<file path="config.mk">
export PLATFORM = sky130hd
export DESIGN_NAME = imm_ext_pipe
export DESIGN_NICKNAME = d
export VERILOG_FILES = /design/src/rtl/ext_pkg.sv /design/src/rtl/ext_skid_buf.sv /design/src/rtl/imm_ext_pipe.sv
export SDC_FILE = /design/constraint.sdc
export NUM_CORES = 1
export LEC_CHECK = 0
export BUFFER_PORTS_ARGS = -buffer_cell sky130_fd_sc_hd__buf_2
export CAP_MARGIN = 20
export CORE_MARGIN = 2
export CORE_UTILIZATION = 38
export CTS_CLUSTER_SIZE = 14
export DETAILED_ROUTE_END_ITERATION = 12
export GPL_TIMING_DRIVEN = 0
export SYNTH_ARGS = -nofsm -noshare
export SYNTH_HDL_FRONTEND = slang
export SYNTH_SLANG_ARGS = --single-unit
</file>
<file path="constraint.sdc">
create_clock -name clk -period 1.9 [get_ports clk]
set_clock_uncertainty 0.05 [all_clocks]
set_input_delay 0.19 -clock clk [delete_from_list [all_inputs] [get_ports clk]]
set_output_delay 0.19 -clock clk [all_outputs]
set_load 0.01 [all_outputs]
</file>
<file path="src/rtl/ext_pkg.sv">
// ext_pkg: EOp encodings, EOp width and skid-buffer state encodings for imm_ext_pipe.
// EXT_BYTE_EN widens EOp to 3 bits and adds the byte modes.
package ext_pkg;
`ifdef EXT_BYTE_EN
    localparam int EOP_W = 3;
`else
    localparam int EOP_W = 2;
`endif
    localparam logic [EOP_W-1:0] EXT_ZERO   = EOP_W'(0);
    localparam logic [EOP_W-1:0] EXT_SIGN   = EOP_W'(1);
    localparam logic [EOP_W-1:0] EXT_UPPER  = EOP_W'(2);
    localparam logic [EOP_W-1:0] EXT_BRANCH = EOP_W'(3);
`ifdef EXT_BYTE_EN
    localparam logic [EOP_W-1:0] EXT_SB     = EOP_W'(4);
    localparam logic [EOP_W-1:0] EXT_ZB     = EOP_W'(5);
`endif
    typedef enum logic [1:0] {ST_EMPTY, ST_ONE, ST_FULL} state_t;
endpackage

</file>
<file path="src/rtl/ext_skid_buf.sv">
// ext_skid_buf: generic 2-entry valid/ready skid buffer; in_ready depends on registered state only.
module ext_skid_buf
    import ext_pkg::*;
#(
    parameter int W = 32
) (
    input  logic         clk,
    input  logic         reset,
    input  logic         in_valid,
    output logic         in_ready,
    input  logic [W-1:0] in_data,
    output logic         out_valid,
    input  logic         out_ready,
    output logic [W-1:0] out_data
);
    state_t state, state_n;
    logic [W-1:0] out_q, skid_q;
    logic load_out, load_skid, from_skid, in_x, out_x;

    assign in_ready  = (state != ST_FULL);
    assign out_valid = (state != ST_EMPTY);
    assign out_data  = out_q;
    assign in_x      = in_valid & in_ready;
    assign out_x     = out_valid & out_ready;

    always_ff @(posedge clk) begin
        if (reset) begin
            state  <= ST_EMPTY;
            out_q  <= '0;
            skid_q <= '0;
        end else begin
            state <= state_n;
            if (load_out) out_q <= from_skid ? skid_q : in_data;
            if (load_skid) skid_q <= in_data;
        end
    end

    always_comb begin
        state_n   = state;
        load_out  = 1'b0;
        load_skid = 1'b0;
        from_skid = 1'b0;
        case (state)
            ST_EMPTY: begin
                load_out = in_x;
                state_n  = in_x ? ST_ONE : ST_EMPTY;
            end
            ST_ONE: begin
                load_out  = in_x & out_x;
                load_skid = in_x & !out_x;
                state_n   = in_x ? (out_x ? ST_ONE : ST_FULL) : (out_x ? ST_EMPTY : ST_ONE);
            end
            ST_FULL: begin
                // skid entry advances into the output register
                load_out  = out_x;
                from_skid = out_x;
                state_n   = out_x ? ST_ONE : ST_FULL;
            end
            default: state_n = ST_EMPTY;
        endcase
    end
endmodule

</file>
<file path="src/rtl/imm_ext_pipe.sv">
// imm_ext_pipe: registered immediate extender with valid/ready skid buffer.
// Define EXT_BYTE_EN for the byte sign/zero extension modes (EOp 4,5; 6,7 give 0).
module imm_ext_pipe
    import ext_pkg::*;
#(
    parameter int IN_W  = 16,
    parameter int OUT_W = 32
) (
    input  logic             clk,
    input  logic             reset,
    input  logic             in_valid,
    output logic             in_ready,
    input  logic [IN_W-1:0]  imm,
    input  logic [EOP_W-1:0] EOp,
    output logic             out_valid,
    input  logic             out_ready,
    output logic [OUT_W-1:0] ext
);
    logic [OUT_W-1:0] sext, ext_c;

    assign sext = {{(OUT_W-IN_W){imm[IN_W-1]}}, imm};

    always_comb begin
        ext_c = '0;
        case (EOp)
            EXT_ZERO:   ext_c = {{(OUT_W-IN_W){1'b0}}, imm};
            EXT_SIGN:   ext_c = sext;
            EXT_UPPER:  ext_c = {imm, {(OUT_W-IN_W){1'b0}}};
            EXT_BRANCH: ext_c = {sext[OUT_W-3:0], 2'b00};
`ifdef EXT_BYTE_EN
            EXT_SB:     ext_c = {{(OUT_W-8){imm[7]}}, imm[7:0]};
            EXT_ZB:     ext_c = {{(OUT_W-8){1'b0}}, imm[7:0]};
`endif
            default:    ext_c = '0;
        endcase
    end

    ext_skid_buf #(.W(OUT_W)) u_buf (
        .clk(clk),
        .reset(reset),
        .in_valid(in_valid),
        .in_ready(in_ready),
        .in_data(ext_c),
        .out_valid(out_valid),
        .out_ready(out_ready),
        .out_data(ext)
    );
endmodule

</file>
==> reports/summary.txt, run 1 <==
POWER AND IR DROP
------------------------------------------------------------------------------------------
Fraction of power spent switching nets                                               0.273
PwrDens                                                                        829 nW/um^2
Share of total power in combinational logic                                          0.177
Static Leakage                                                                     1.65 nW
Net Sw Power                                                                    0.000886 W
Power share of the clock group                                                       0.361
Maximum VDD drop                                                                  0.365 mV
Internal power                                                                   0.00236 W
Flop pwr share                                                                       0.462

OUTCOME
------------------------------------------------------------------------------------------
Outcome                                                                          completed

SETUP PATH
------------------------------------------------------------------------------------------
Required time reported for the critical path endpoint                              2.09 ns
Sort of element at the end of the critical path                                       flop
Startpoint Class                                                                      flop
Length in cells of the worst reg-to-reg path                                             8
Worst reg2reg startpoint                                                      u_buf.state[0]$_SDFF_PP0_
Critical path class                                                           flop to flop
RR Endpoint                                                                   u_buf.out_data[8]$_SDFFE_PP0P_
Setup slack on the worst flop-to-flop path                                         0.01 ns
Arrival time of the worst setup path                                               2.08 ns
Worst Path Max Fanout                                                                    5

FLOORPLANNING
------------------------------------------------------------------------------------------
Placeable core area                                                              8130 um^2
Initial standard-cell utilization of the core                                        0.386
Die outline area                                                                 9010 um^2
Total number of placement rows                                                          33
Top-level port count                                                                    56
Die outline height                                                                 94.9 um
Chip width                                                                         94.9 um

HOLD PATH
------------------------------------------------------------------------------------------
Hold Path Depth                                                                          2
Hold crit path type                                                           input pin to flop
Hold path endpoint                                                            u_buf.state[1]$_SDFF_PP0_
Min-delay src                                                                    out_ready

TIMING
------------------------------------------------------------------------------------------
Achievable clock frequency                                                       0.530 GHz
Number of endpoints with negative hold slack in the final report                         0
Setup_tns                                                                             0 ns
Worst slew slack as a fraction of its limit                                          0.641
Final count of pins violating max slew                                                   0
Worst Max-Slew Pin Slew                                                           0.538 ns
Final worst hold slack                                                           0.0386 ns
Fraction of the cycle the final worst path needs                                     0.993
Setup repair after global routing missed its margin                                   true
Time the final worst path needs with I/O delays and setup                          1.89 ns
Endpoints failing setup                                                                  0
Worst-case setup margin in the final layout                                      0.0125 ns

CLOCK TREE
------------------------------------------------------------------------------------------
CTS hold repair buffers                                                                  0
Number of buffers inserted during clock tree synthesis                                   9
Clock tree root driver cell                                                   sky130_fd_sc_hd__clkbuf_8
Clock net sink count                                                                    66
Clock insertion delay at the later pin of the skew report                          0.34 ns
Clock edge transition at the registers on the reported setup and hold paths        0.07 ns
Number of H-tree branching levels                                                        3
Clock tree from TritonCTS                                                              yes
Maximum clock path buffer count                                                          2

LOGIC SYNTHESIS
------------------------------------------------------------------------------------------
Most instantiated cells after synthesis                                       sky130_fd_sc_hd__dfxtp_1 (66), sky130_fd_sc_hd__a211oi_1 (33), sky130_fd_sc_hd__nor2_1 (33), sky130_fd_sc_hd__a21oi_1 (29), sky130_fd_sc_hd__nand2b_1 (29)
Post-Syn Instances                                                                     336
Count leader, synth                                                           sky130_fd_sc_hd__dfxtp_1
Synthesis-stage register bit count                                                      66
Unique cell type count in the Yosys netlist                                             33
Synthesized netlist net count                                                          359
Share of the synthesized area in the top cell type                                   0.420
Seq/Total Area, Yosys                                                                0.420
Leading cell types by total area after synthesis                              sky130_fd_sc_hd__dfxtp_1 (42%), sky130_fd_sc_hd__a32o_1 (8.9%), sky130_fd_sc_hd__a211oi_1 (7.9%), sky130_fd_sc_hd__a211o_1 (7.8%), sky130_fd_sc_hd__nand2b_1 (5.8%)
Share of flip-flops with an asynchronous set or reset                                    0
Number of warnings issued by yosys                                                       0
Post-synthesis instance area                                                     3140 um^2
Syn avg cell area                                                                9.35 um^2
Area leader, netlist                                                          sky130_fd_sc_hd__dfxtp_1
Dominant synthesized flop cell                                                sky130_fd_sc_hd__dfxtp_1
Number of enable flip-flop cells after synthesis                                         0

GLOBAL ROUTE
------------------------------------------------------------------------------------------
Number of global-route vias before repair                                             2651
Antenna violations before repair                                                         0
First-pass GRT wire length                                                         14.2 mm
Total congestion overflow after global routing                                           0
Largest net degree at the start of global routing                                       11
GR Util All Layers                                                                   0.213

FINAL LAYOUT
------------------------------------------------------------------------------------------
Signed area change from the synthesized netlist to the final layout                  24.5%
Non-filler cells, final                                                                519
Filler instances                                                                       818
Total area of multi-input combinational cells                                    1640 um^2
Utilization after layout                                                             0.481
Share of final-layout standard cells stronger than drive strength 1                  0.280
# nets final                                                                           433
Seq. cell area                                                                   1330 um^2
Number of antenna cells inserted                                                         0

FLOW RUN
------------------------------------------------------------------------------------------
Max Cap Violations                                                                       0

DETAILED ROUTING
------------------------------------------------------------------------------------------
Iteration count of the initial detailed-routing pass                                     4
Routed len/inst                                                                    18.0 um
Residual antenna-violating net count after detailed routing                              0
Vias per std cell                                                                     5.68
Total number of vias                                                                  2948
Number of DRC violations after detailed routing                                          0
Total Routed Length                                                                9.34 mm
Initial DRC Count                                                                      178

PLACED DESIGN
------------------------------------------------------------------------------------------
Placer's final routability congestion estimate                                       0.807
Number of buffer cells added on primary ports                                           55
Worst slack after detailed placement                                             -0.348 ns
Placed instance count                                                                  496
Post-DP HPWL                                                                       6.28 mm

-- cell families (layout without fill, tap and decap cells) --
family	count (synthesis)	in the layout	share of synthesized area
buf+inv	37	115	0.0673
mux	5	5	0.0179
fa+ha+maj	1	1	0.00398
compound gates	128	128	0.321
simple gates	99	99	0.170
flops	66	66	0.420
-- layout by cell type, fill, tap and decap left out, types with 2 or more instances in the layout --
| master | instances |
|---|---|
| sky130_fd_sc_hd__a211o_1 | 28 |
| sky130_fd_sc_hd__a211oi_1 | 33 |
| sky130_fd_sc_hd__a21o_1 | 2 |
| sky130_fd_sc_hd__a21oi_1 | 29 |
| sky130_fd_sc_hd__a311oi_1 | 3 |
| sky130_fd_sc_hd__a32o_1 | 27 |
| sky130_fd_sc_hd__a32o_2 | 2 |
| sky130_fd_sc_hd__and2_1 | 2 |
| sky130_fd_sc_hd__and2_4 | 2 |
| sky130_fd_sc_hd__buf_16 | 2 |
| sky130_fd_sc_hd__buf_2 | 70 |
| sky130_fd_sc_hd__buf_4 | 8 |
| sky130_fd_sc_hd__buf_6 | 5 |
| sky130_fd_sc_hd__buf_8 | 2 |
| sky130_fd_sc_hd__clkbuf_1 | 9 |
| sky130_fd_sc_hd__clkbuf_2 | 2 |
| sky130_fd_sc_hd__clkbuf_8 | 10 |
| sky130_fd_sc_hd__clkinv_2 | 2 |
| sky130_fd_sc_hd__dfxtp_1 | 64 |
| sky130_fd_sc_hd__dfxtp_4 | 2 |
| sky130_fd_sc_hd__mux2i_1 | 3 |
| sky130_fd_sc_hd__nand2_1 | 8 |
| sky130_fd_sc_hd__nand2b_1 | 29 |
| sky130_fd_sc_hd__nand3b_1 | 2 |
| sky130_fd_sc_hd__nor2_1 | 33 |
| sky130_fd_sc_hd__nor2b_1 | 16 |
| sky130_fd_sc_hd__nor4bb_1 | 2 |
-- power groups by stage --
stage | Sequential (W) | Clock (W) | Combinational [W]
global route | 0.00151 | 0.00124 | 0.000618
detailed placement | 0.00153 | 0 | 0.000509
CTS | 0.00150 | 0.00118 | 0.000571
floorplan | 0.00155 | 0 | 0.000306
global placement | 0.00153 | 0 | 0.000505
finish | 0.00150 | 0.00117 | 0.000574
-- flip-flops by register name (all words and copies together), names as in the netlist --
register        count
u_buf.skid_q       32
u_buf.out_data     32
u_buf.state         2
-- worst max-delay path, stage by stage (launching register included) --
cell                       delay [ns]
sky130_fd_sc_hd__dfxtp_4         0.37
sky130_fd_sc_hd__or2_4           0.25
sky130_fd_sc_hd__and2_4          0.14
sky130_fd_sc_hd__ha_4            0.14
sky130_fd_sc_hd__nor4bb_1        0.13
sky130_fd_sc_hd__a21o_1          0.19
sky130_fd_sc_hd__buf_6           0.15
sky130_fd_sc_hd__buf_8           0.13
sky130_fd_sc_hd__a32o_2          0.23
-- layer usage --
| layer | up-vias | wire length [um] | part of all wire | track usage |
|---|---|---|---|---|
| met3 | 11 | 820 | 0.088 | 0.0447 |
| met2 | 116 | 4300 | 0.46 | 0.339 |
| met5 | - | 0 | 0 | 0 |
| met1 | 1409 | 4130 | 0.44 | 0.292 |
| met4 | 0 | 82 | 0.0088 | 0.0628 |
| li1 | 1412 | - | - | - |
-- per-stage QoR --
step,instance area (um^2),total power [W]
after CTS,3910,0.00326
after global placement,3570,0.00203
final,3910,0.00325
after floorplan,3160,0.00186
after detailed placement,3570,0.00204
after global routing,3910,0.00337
-- area by class of cell --
cell class / instances / area share
multi-input cells: 233 / 0.419
well taps: 105 / 0.0336
flip-flops and latches: 66 / 0.340
clock buffers: 12 / 0.0371
clock inverters: 3 / 0.0102
inverters: 1 / 0.00224
repair buffers: 65 / 0.105
plain buffers: 34 / 0.0534
-- what timing repair did --
| action | 4_1_cts | 5_1_grt |
|---|---|---|
| pin swaps | 2 | 0 |
| resized for setup | 17 | 9 |
| endpoints found under the setup margin | 29 | 26 |
| buffers inserted | 8 | 0 |
| gates cloned | 2 | 0 |
-- worst max-delay path by stage --
stage	startpoint	end	slack (ns)	cells past startpoint
2_1_floorplan	u_buf.state[1]$_SDFF_PP0_	u_buf.out_data[7]$_SDFFE_PP0P_	0.01	9
3_3_place_gp	u_buf.state[0]$_SDFF_PP0_	u_buf.out_data[18]$_SDFFE_PP0P_	-0.26	8
3_5_place_dp	u_buf.state[0]$_SDFF_PP0_	u_buf.out_data[21]$_SDFFE_PP0P_	-0.35	8
4_1_cts	u_buf.state[0]$_SDFF_PP0_	u_buf.out_data[21]$_SDFFE_PP0P_	0.01	7
5_1_grt	u_buf.state[0]$_SDFF_PP0_	u_buf.out_data[8]$_SDFFE_PP0P_	-0.03	8
6_report	u_buf.state[0]$_SDFF_PP0_	u_buf.out_data[8]$_SDFFE_PP0P_	0.01	8
Note: power is estimated with default switching activity, not from simulation.
==> run 2, diff against run 1 <==
PLACE_DENSITY_LB_ADDON = 0.2   (was default)
SETUP_SLACK_MARGIN = 0.02   (was default)
==> run 2 against run 1 <==
  * Clock power grew 6%
  * Core utilization rose by 0.28 points
  * Wire length down 2.1%
  * Combinational power shrank 2%
  * Sequential cell count unchanged
  * Largest cell class unchanged
==> reports/summary.txt, run 2 (synthesis results as in run 1) <==
DETAILED ROUTING
------------------------------------------------------------------------------------------
Iteration count of the initial detailed-routing pass                                     4   unchanged
Vias per std cell                                                                     5.55   -2.3%
Routed len/inst                                                                    17.5 um   -2.6%
Total Routed Length                                                                9.15 mm   -2.1%
Residual antenna-violating net count after detailed routing                              0   unchanged
Total number of vias                                                                  2896   -1.8%
Number of DRC violations after detailed routing                                          0   unchanged
Initial DRC Count                                                                      178   unchanged

CLOCK TREE
------------------------------------------------------------------------------------------
Clock net sink count                                                                    66   unchanged
Clock edge transition at the registers on the reported setup and hold paths        0.07 ns   about the same
Clock tree root driver cell                                                   sky130_fd_sc_hd__clkbuf_8
Number of buffers inserted during clock tree synthesis                                   9   unchanged
Clock tree from TritonCTS                                                              yes
Maximum clock path buffer count                                                          2   unchanged
Number of H-tree branching levels                                                        3   unchanged
Clock insertion delay at the later pin of the skew report                          0.35 ns   about the same

TIMING
------------------------------------------------------------------------------------------
Worst Max-Slew Pin Slew                                                           0.532 ns   -0.00631 ns
Fraction of the cycle the final worst path needs                                     0.983   -0.0105
Number of endpoints with negative hold slack in the final report                         0   unchanged
Final count of pins violating max slew                                                   0   unchanged
Time the final worst path needs with I/O delays and setup                          1.87 ns   -0.0200 ns
Endpoints failing setup                                                                  0   unchanged
Setup repair after global routing missed its margin                                   true
Final worst hold slack                                                           0.0276 ns   -0.0110 ns
Worst slew slack as a fraction of its limit                                          0.645   +0.00421
Achievable clock frequency                                                       0.535 GHz   +1.1%

FLOORPLANNING
------------------------------------------------------------------------------------------
Initial standard-cell utilization of the core                                        0.386   unchanged
Die outline area                                                                 9010 um^2   unchanged
Top-level port count                                                                    56   unchanged
Total number of placement rows                                                          33   unchanged
Die outline height                                                                 94.9 um   unchanged
Chip width                                                                         94.9 um   unchanged
Placeable core area                                                              8130 um^2   unchanged

PLACED DESIGN
------------------------------------------------------------------------------------------
Placement-stage cell area                                                        3570 um^2   unchanged
Placer's final routability congestion estimate                                       0.809   +0.27%
Number of buffer cells added on primary ports                                           55   unchanged
Post-DP HPWL                                                                       6.31 mm   +0.47%

SETUP PATH
------------------------------------------------------------------------------------------
Length in cells of the worst reg-to-reg path                                             8   unchanged
Arrival time of the worst setup path                                               2.06 ns   -0.02 ns
Worst Setup SP                                                                u_buf.state[1]$_SDFF_PP0_
Worst reg2reg startpoint                                                      u_buf.state[1]$_SDFF_PP0_
Startpoint Class                                                                      flop
Sort of element at the end of the critical path                                       flop
Worst Path Max Fanout                                                                    6   +1
Required time reported for the critical path endpoint                              2.09 ns   about the same
Critical path class                                                           flop to flop

GLOBAL ROUTE
------------------------------------------------------------------------------------------
Total congestion overflow after global routing                                           0   unchanged
GR Util All Layers                                                                   0.212   -0.00113
First-pass GRT wire length                                                         14.3 mm   +1.0%
Antenna violations before repair                                                         0   unchanged
Largest net degree at the start of global routing                                       11   unchanged
Number of global-route vias before repair                                             2735   +3.2%

FINAL LAYOUT
------------------------------------------------------------------------------------------
Commonest non-fill, non-tap cells in the layout                               sky130_fd_sc_hd__buf_2 (66), sky130_fd_sc_hd__dfxtp_1 (64), sky130_fd_sc_hd__nor2_1 (33), sky130_fd_sc_hd__a211oi_1 (33)
Filler instances                                                                       829   +1.3%
Most frequent standard cell in the layout excluding fill and tap cells        sky130_fd_sc_hd__buf_2
Number of antenna cells inserted                                                         0   unchanged
Signed area change from the synthesized netlist to the final layout                  25.2%
# nets final                                                                           436   +0.69%
Post-route standard cell area excluding fillers                                  3940 um^2   +0.58%
Share of final-layout standard cells stronger than drive strength 1                  0.288   +0.00758

HOLD PATH
------------------------------------------------------------------------------------------
Hold Path Depth                                                                          2   unchanged
Hold crit path type                                                           input pin to flop
Min-delay src                                                                    out_ready

FLOW RUN
------------------------------------------------------------------------------------------
Max Cap Violations                                                                       0   unchanged

POWER AND IR DROP
------------------------------------------------------------------------------------------
Static Leakage                                                                     1.67 nW   +0.75%
Maximum VDD drop                                                                  0.497 mV   +36%
PwrDens                                                                        840 nW/um^2   +1.2%

OUTCOME
------------------------------------------------------------------------------------------
Outcome                                                                          completed

==> run 2: cell types whose count changed in the layout (fill, tap and decap cells not counted), moves of 2 or more <==
cell,change
sky130_fd_sc_hd__clkbuf_1,-3
sky130_fd_sc_hd__clkbuf_8,+2
sky130_fd_sc_hd__clkbuf_2,+2
sky130_fd_sc_hd__buf_6,+2
sky130_fd_sc_hd__clkbuf_4,+3
sky130_fd_sc_hd__buf_4,+4
sky130_fd_sc_hd__buf_2,-4
sky130_fd_sc_hd__buf_16,-2
==> run 2: final cells by class <==
type	instances	area, um^2	share of cell area
multi-input combinational	233	1640	0.416
sequential	66	1330	0.338
timing repair buffer	68	418	0.106
buffer	34	214	0.0544
clock buffer	13	169	0.0429
tap	105	131	0.0334
clock inverter	2	35.0	0.00890
inverter	1	3.75	0.000954
==> run 2: path summary, 6_finish.rpt <==
| path | end | slack, ns |
|---|---|---|
| min | u_buf.state[1]$_SDFF_PP0_ | 0.03 |
| max reg2reg | u_buf.out_data[8]$_SDFFE_PP0P_ | 0.03 |
| max | u_buf.out_data[8]$_SDFFE_PP0P_ | 0.03 |
| min reg2reg | u_buf.out_data[4]$_SDFFE_PP0P_ | 0.41 |
==> run 2: critical path: stages, from the launching register on <==
cell and delay, ns:
sky130_fd_sc_hd__dfxtp_4 0.36, sky130_fd_sc_hd__or2_4 0.24, sky130_fd_sc_hd__and2_4 0.14, sky130_fd_sc_hd__ha_4 0.15, sky130_fd_sc_hd__nor4bb_1 0.13, sky130_fd_sc_hd__a21o_1 0.18
sky130_fd_sc_hd__buf_6 0.15, sky130_fd_sc_hd__clkbuf_16 0.16, sky130_fd_sc_hd__a32o_1 0.21
==> run 2: metal layers <==
metal	wire length [um]	GRT usage	vias to the layer above
met2	4270	0.337	64
met1	4360	0.290	1409
li1	-	-	1413
met3	392	0.0359	10
met4	126	0.0761	0
met5	0	0	-
==> run 2: stage by stage <==
stage | TNS [ns] | worst slack [ns] | utilization | instances | power [W]
global placement | -3.68 | -0.226 | 0.439 | 496 | 0.00203
floorplan | 0 | 0.0115 | - | 336 | 0.00186
detailed placement | -4.96 | -0.298 | 0.439 | 496 | 0.00204
CTS | -0.715 | -0.0728 | 0.481 | 521 | 0.00332
finish | 0 | 0.0325 | 0.484 | 522 | 0.00330
global route | -0.0768 | -0.0152 | 0.484 | 522 | 0.00344
==> run 2: what timing repair did <==
| action | 4_1_cts | 5_1_grt |
|---|---|---|
| pin swaps | 6 | 4 |
| setup endpoints to repair | 29 | 53 |
| gates cloned | 1 | 1 |
| endpoints found under the hold margin | 0 | 0 |
| resized for setup | 14 | 14 |
| buffers inserted | 10 | 2 |
| hold buffers | 0 | 0 |
==> run 2: power breakdown <==
part	internal (W)	leakage (nW)	total (W)	switching (W)
combinational	0.000264	1.02	0.000562	0.000298
clock	0.000705	0.106	0.00124	0.000539
sequential	0.00146	0.540	0.00150	0.0000387
==> run 3, diff against run 2 <==
SETUP_SLACK_MARGIN = 0.15   (was 0.02)
==> run 3 against run 2 <==
  * The flow now finishes with violations (negative setup slack)
  * Global-route usage fell by 0.61 points
  * Critical path depth rose by 1
  * Sequential cell count did not move
  * First-iteration DRC count fell by 21%
  * Largest power group unchanged
  * Highest routed layer unchanged
==> reports/summary.txt, run 3 (synthesis results as in run 1) <==
POWER AND IR DROP
------------------------------------------------------------------------------------------
Net Sw Power                                                                    0.000875 W   about the same
Fraction of power spent switching nets                                               0.271   +0.00651
Share of total power in combinational logic                                          0.171   about the same
Maximum VDD drop                                                                  0.404 mV   -19%
Overall power                                                                    0.00322 W   -2.4%
Static Leakage                                                                     1.65 nW   -1.0%
PwrDens                                                                        822 nW/um^2   -2.0%
Power share of the clock group                                                       0.364   -0.012
Internal power                                                                   0.00235 W   -3.3%
Flop pwr share                                                                       0.465   +0.011

TIMING
------------------------------------------------------------------------------------------
Fraction of the cycle the final worst path needs                                      1.02   +0.0341
Worst slew slack as a fraction of its limit                                          0.614   -0.0316
Setup repair after global routing missed its margin                                   true
Endpoints failing setup                                                                 17   +17
Time the final worst path needs with I/O delays and setup                          1.93 ns   +0.0647 ns
Final worst hold slack                                                           0.0285 ns   +0.000853 ns
Worst Max-Slew Pin Slew                                                           0.579 ns   +0.0474 ns
Final count of pins violating max slew                                                   0   unchanged
Worst-case setup margin in the final layout                                     -0.0322 ns   -0.0647 ns
Number of endpoints with negative hold slack in the final report                         0   unchanged
Achievable clock frequency                                                       0.518 GHz   -3.3%

FINAL LAYOUT
------------------------------------------------------------------------------------------
# nets final                                                                           436   unchanged
Most frequent standard cell in the layout excluding fill and tap cells        sky130_fd_sc_hd__buf_2
Signed area change from the synthesized netlist to the final layout                  24.8%
Share of final-layout standard cells stronger than drive strength 1                  0.290   +0.00240
Commonest non-fill, non-tap cells in the layout                               sky130_fd_sc_hd__buf_2 (65), sky130_fd_sc_hd__dfxtp_1 (64), sky130_fd_sc_hd__nor2_1 (33), sky130_fd_sc_hd__a211oi_1 (30)
Number of antenna cells inserted                                                         0   unchanged

CLOCK TREE
------------------------------------------------------------------------------------------
Clock edge transition at the registers on the reported setup and hold paths        0.07 ns   about the same
Maximum clock path buffer count                                                          2   unchanged
Clock tree from TritonCTS                                                              yes
Clock insertion delay at the later pin of the skew report                          0.35 ns   about the same
Clock tree root driver cell                                                   sky130_fd_sc_hd__clkbuf_8
CTS hold repair buffers                                                                  0   unchanged
Clock net sink count                                                                    66   unchanged
Number of buffers inserted during clock tree synthesis                                   9   unchanged
Number of H-tree branching levels                                                        3   unchanged

GLOBAL ROUTE
------------------------------------------------------------------------------------------
Antenna violations before repair                                                         0   unchanged
Total congestion overflow after global routing                                           0   unchanged
GR Util All Layers                                                                   0.206   -0.00614
Number of global-route vias before repair                                             2655   -2.9%
Largest net degree at the start of global routing                                       11   unchanged
First-pass GRT wire length                                                         14.0 mm   -2.1%

OUTCOME
------------------------------------------------------------------------------------------
Outcome                                                                       finished with violations
Violated checks                                                               negative setup slack

FLOORPLANNING
------------------------------------------------------------------------------------------
Initial standard-cell utilization of the core                                        0.386   unchanged
Top-level port count                                                                    56   unchanged
Total number of placement rows                                                          33   unchanged
Die outline area                                                                 9010 um^2   unchanged
Die outline height                                                                 94.9 um   unchanged
Placeable core area                                                              8130 um^2   unchanged
Chip width                                                                         94.9 um   unchanged

SETUP PATH
------------------------------------------------------------------------------------------
Worst Path Max Fanout                                                                    5   -1
Capturing element of the worst setup path                                     u_buf.out_data[6]$_SDFFE_PP0P_
Setup slack on the worst flop-to-flop path                                        -0.03 ns   -0.06 ns
RR Endpoint                                                                   u_buf.out_data[6]$_SDFFE_PP0P_
Worst Setup SP                                                                u_buf.state[1]$_SDFF_PP0_
Sort of element at the end of the critical path                                       flop
Arrival time of the worst setup path                                               2.12 ns   +0.06 ns
Critical path class                                                           flop to flop
Required time reported for the critical path endpoint                              2.09 ns   about the same
Length in cells of the worst reg-to-reg path                                             9   +1
Startpoint Class                                                                      flop
Worst reg2reg startpoint                                                      u_buf.state[1]$_SDFF_PP0_

DETAILED ROUTING
------------------------------------------------------------------------------------------
Total Routed Length                                                                8.98 mm   -1.8%
Routed len/inst                                                                    17.2 um   -1.8%
Total number of vias                                                                  2865   -1.1%
Residual antenna-violating net count after detailed routing                              0   unchanged
Initial DRC Count                                                                      140   -21%
Number of DRC violations after detailed routing                                          0   unchanged
Vias per std cell                                                                     5.49   -1.1%
Iteration count of the initial detailed-routing pass                                     4   unchanged

HOLD PATH
------------------------------------------------------------------------------------------
Hold crit path type                                                           input pin to flop
Hold Path Depth                                                                          2   unchanged

FLOW RUN
------------------------------------------------------------------------------------------
Max Cap Violations                                                                       0   unchanged

PLACED DESIGN
------------------------------------------------------------------------------------------
Post-DP HPWL                                                                       6.24 mm   -1.2%
Placer's final routability congestion estimate                                       0.812   +0.31%
Number of buffer cells added on primary ports                                           55   unchanged

## run 3: cell count changes in the layout (fill, tap and decap cells not counted), moves of 2 or more
cell	previous run	this run
sky130_fd_sc_hd__a211oi_1	33	30
sky130_fd_sc_hd__clkbuf_8	12	10
sky130_fd_sc_hd__buf_4	12	14
sky130_fd_sc_hd__a211oi_2	0	3
sky130_fd_sc_hd__buf_6	7	5
sky130_fd_sc_hd__clkbuf_1	6	8
## run 3: stage by stage
stage / setup WS, ns / cells / instance area [um^2] / util / TNS [ns]
floorplan: 0.0116 / 336 / 3160 / - / 0
global placement: -0.136 / 496 / 3570 / 0.439 / -1.63
detailed placement: -0.164 / 496 / 3570 / 0.439 / -1.90
CTS: -0.0794 / 517 / 3820 / 0.470 / -1.18
global route: -0.0999 / 522 / 3920 / 0.482 / -1.68
finish: -0.0322 / 522 / 3920 / 0.482 / -0.193
## run 3: worst min-delay path by stage
stage,to,from,slack (ns)
finish,u_buf.state[1]$_SDFF_PP0_,out_ready,0.03
global route,u_buf.state[1]$_SDFF_PP0_,out_ready,0.04
CTS,u_buf.state[1]$_SDFF_PP0_,out_ready,0.02
detailed placement,u_buf.state[1]$_SDFF_PP0_,out_ready,0.39
global placement,u_buf.state[1]$_SDFF_PP0_,out_ready,0.39
floorplan,u_buf.state[1]$_SDFF_PP0_,out_ready,0.22
## run 3: routing by layer
layer / up-vias / routed length (um) / track usage
li1: 1412 / - / -
met1: 1356 / 3990 / 0.283
met2: 91 / 4180 / 0.322
met3: 6 / 705 / 0.0511
met4: 0 / 96 / 0.0556
met5: - / 0 / 0
## run 3: what timing repair did
item	in CTS	in global routing
pin swaps	3	7
cloned	0	1
endpoints found under the setup margin	30	53
gates resized for setup	5	20
buffers inserted	6	4
## run 3: layout make-up
class	instances	area, um^2
multi-input cells	233	1660
inverters	1	3.75
flip-flops and latches	66	1330
fillers	838	4210
well taps	105	131
clock inverters	3	40.0
repair buffers	66	377
plain buffers	36	240
clock buffers	12	145
## run 3: power by group through the flow
| stage | Combinational [W] | Sequential, W | Clock, W |
|---|---|---|---|
| after global routing | 0.000601 | 0.00151 | 0.00126 |
| after floorplan | 0.000307 | 0.00155 | 0 |
| final | 0.000550 | 0.00150 | 0.00117 |
| after global placement | 0.000505 | 0.00153 | 0 |
| after CTS | 0.000529 | 0.00150 | 0.00120 |
| after detailed placement | 0.000508 | 0.00153 | 0 |
## run 3: worst max-delay path: stages (launching register included)
cell                       delay (ns)
sky130_fd_sc_hd__dfxtp_2         0.32
sky130_fd_sc_hd__buf_6           0.12
sky130_fd_sc_hd__or2_4           0.22
sky130_fd_sc_hd__and2_4          0.14
sky130_fd_sc_hd__ha_4            0.15
sky130_fd_sc_hd__nor4bb_1        0.13
sky130_fd_sc_hd__a21o_1          0.19
sky130_fd_sc_hd__buf_6           0.14
sky130_fd_sc_hd__buf_8           0.13
sky130_fd_sc_hd__a32o_1          0.24
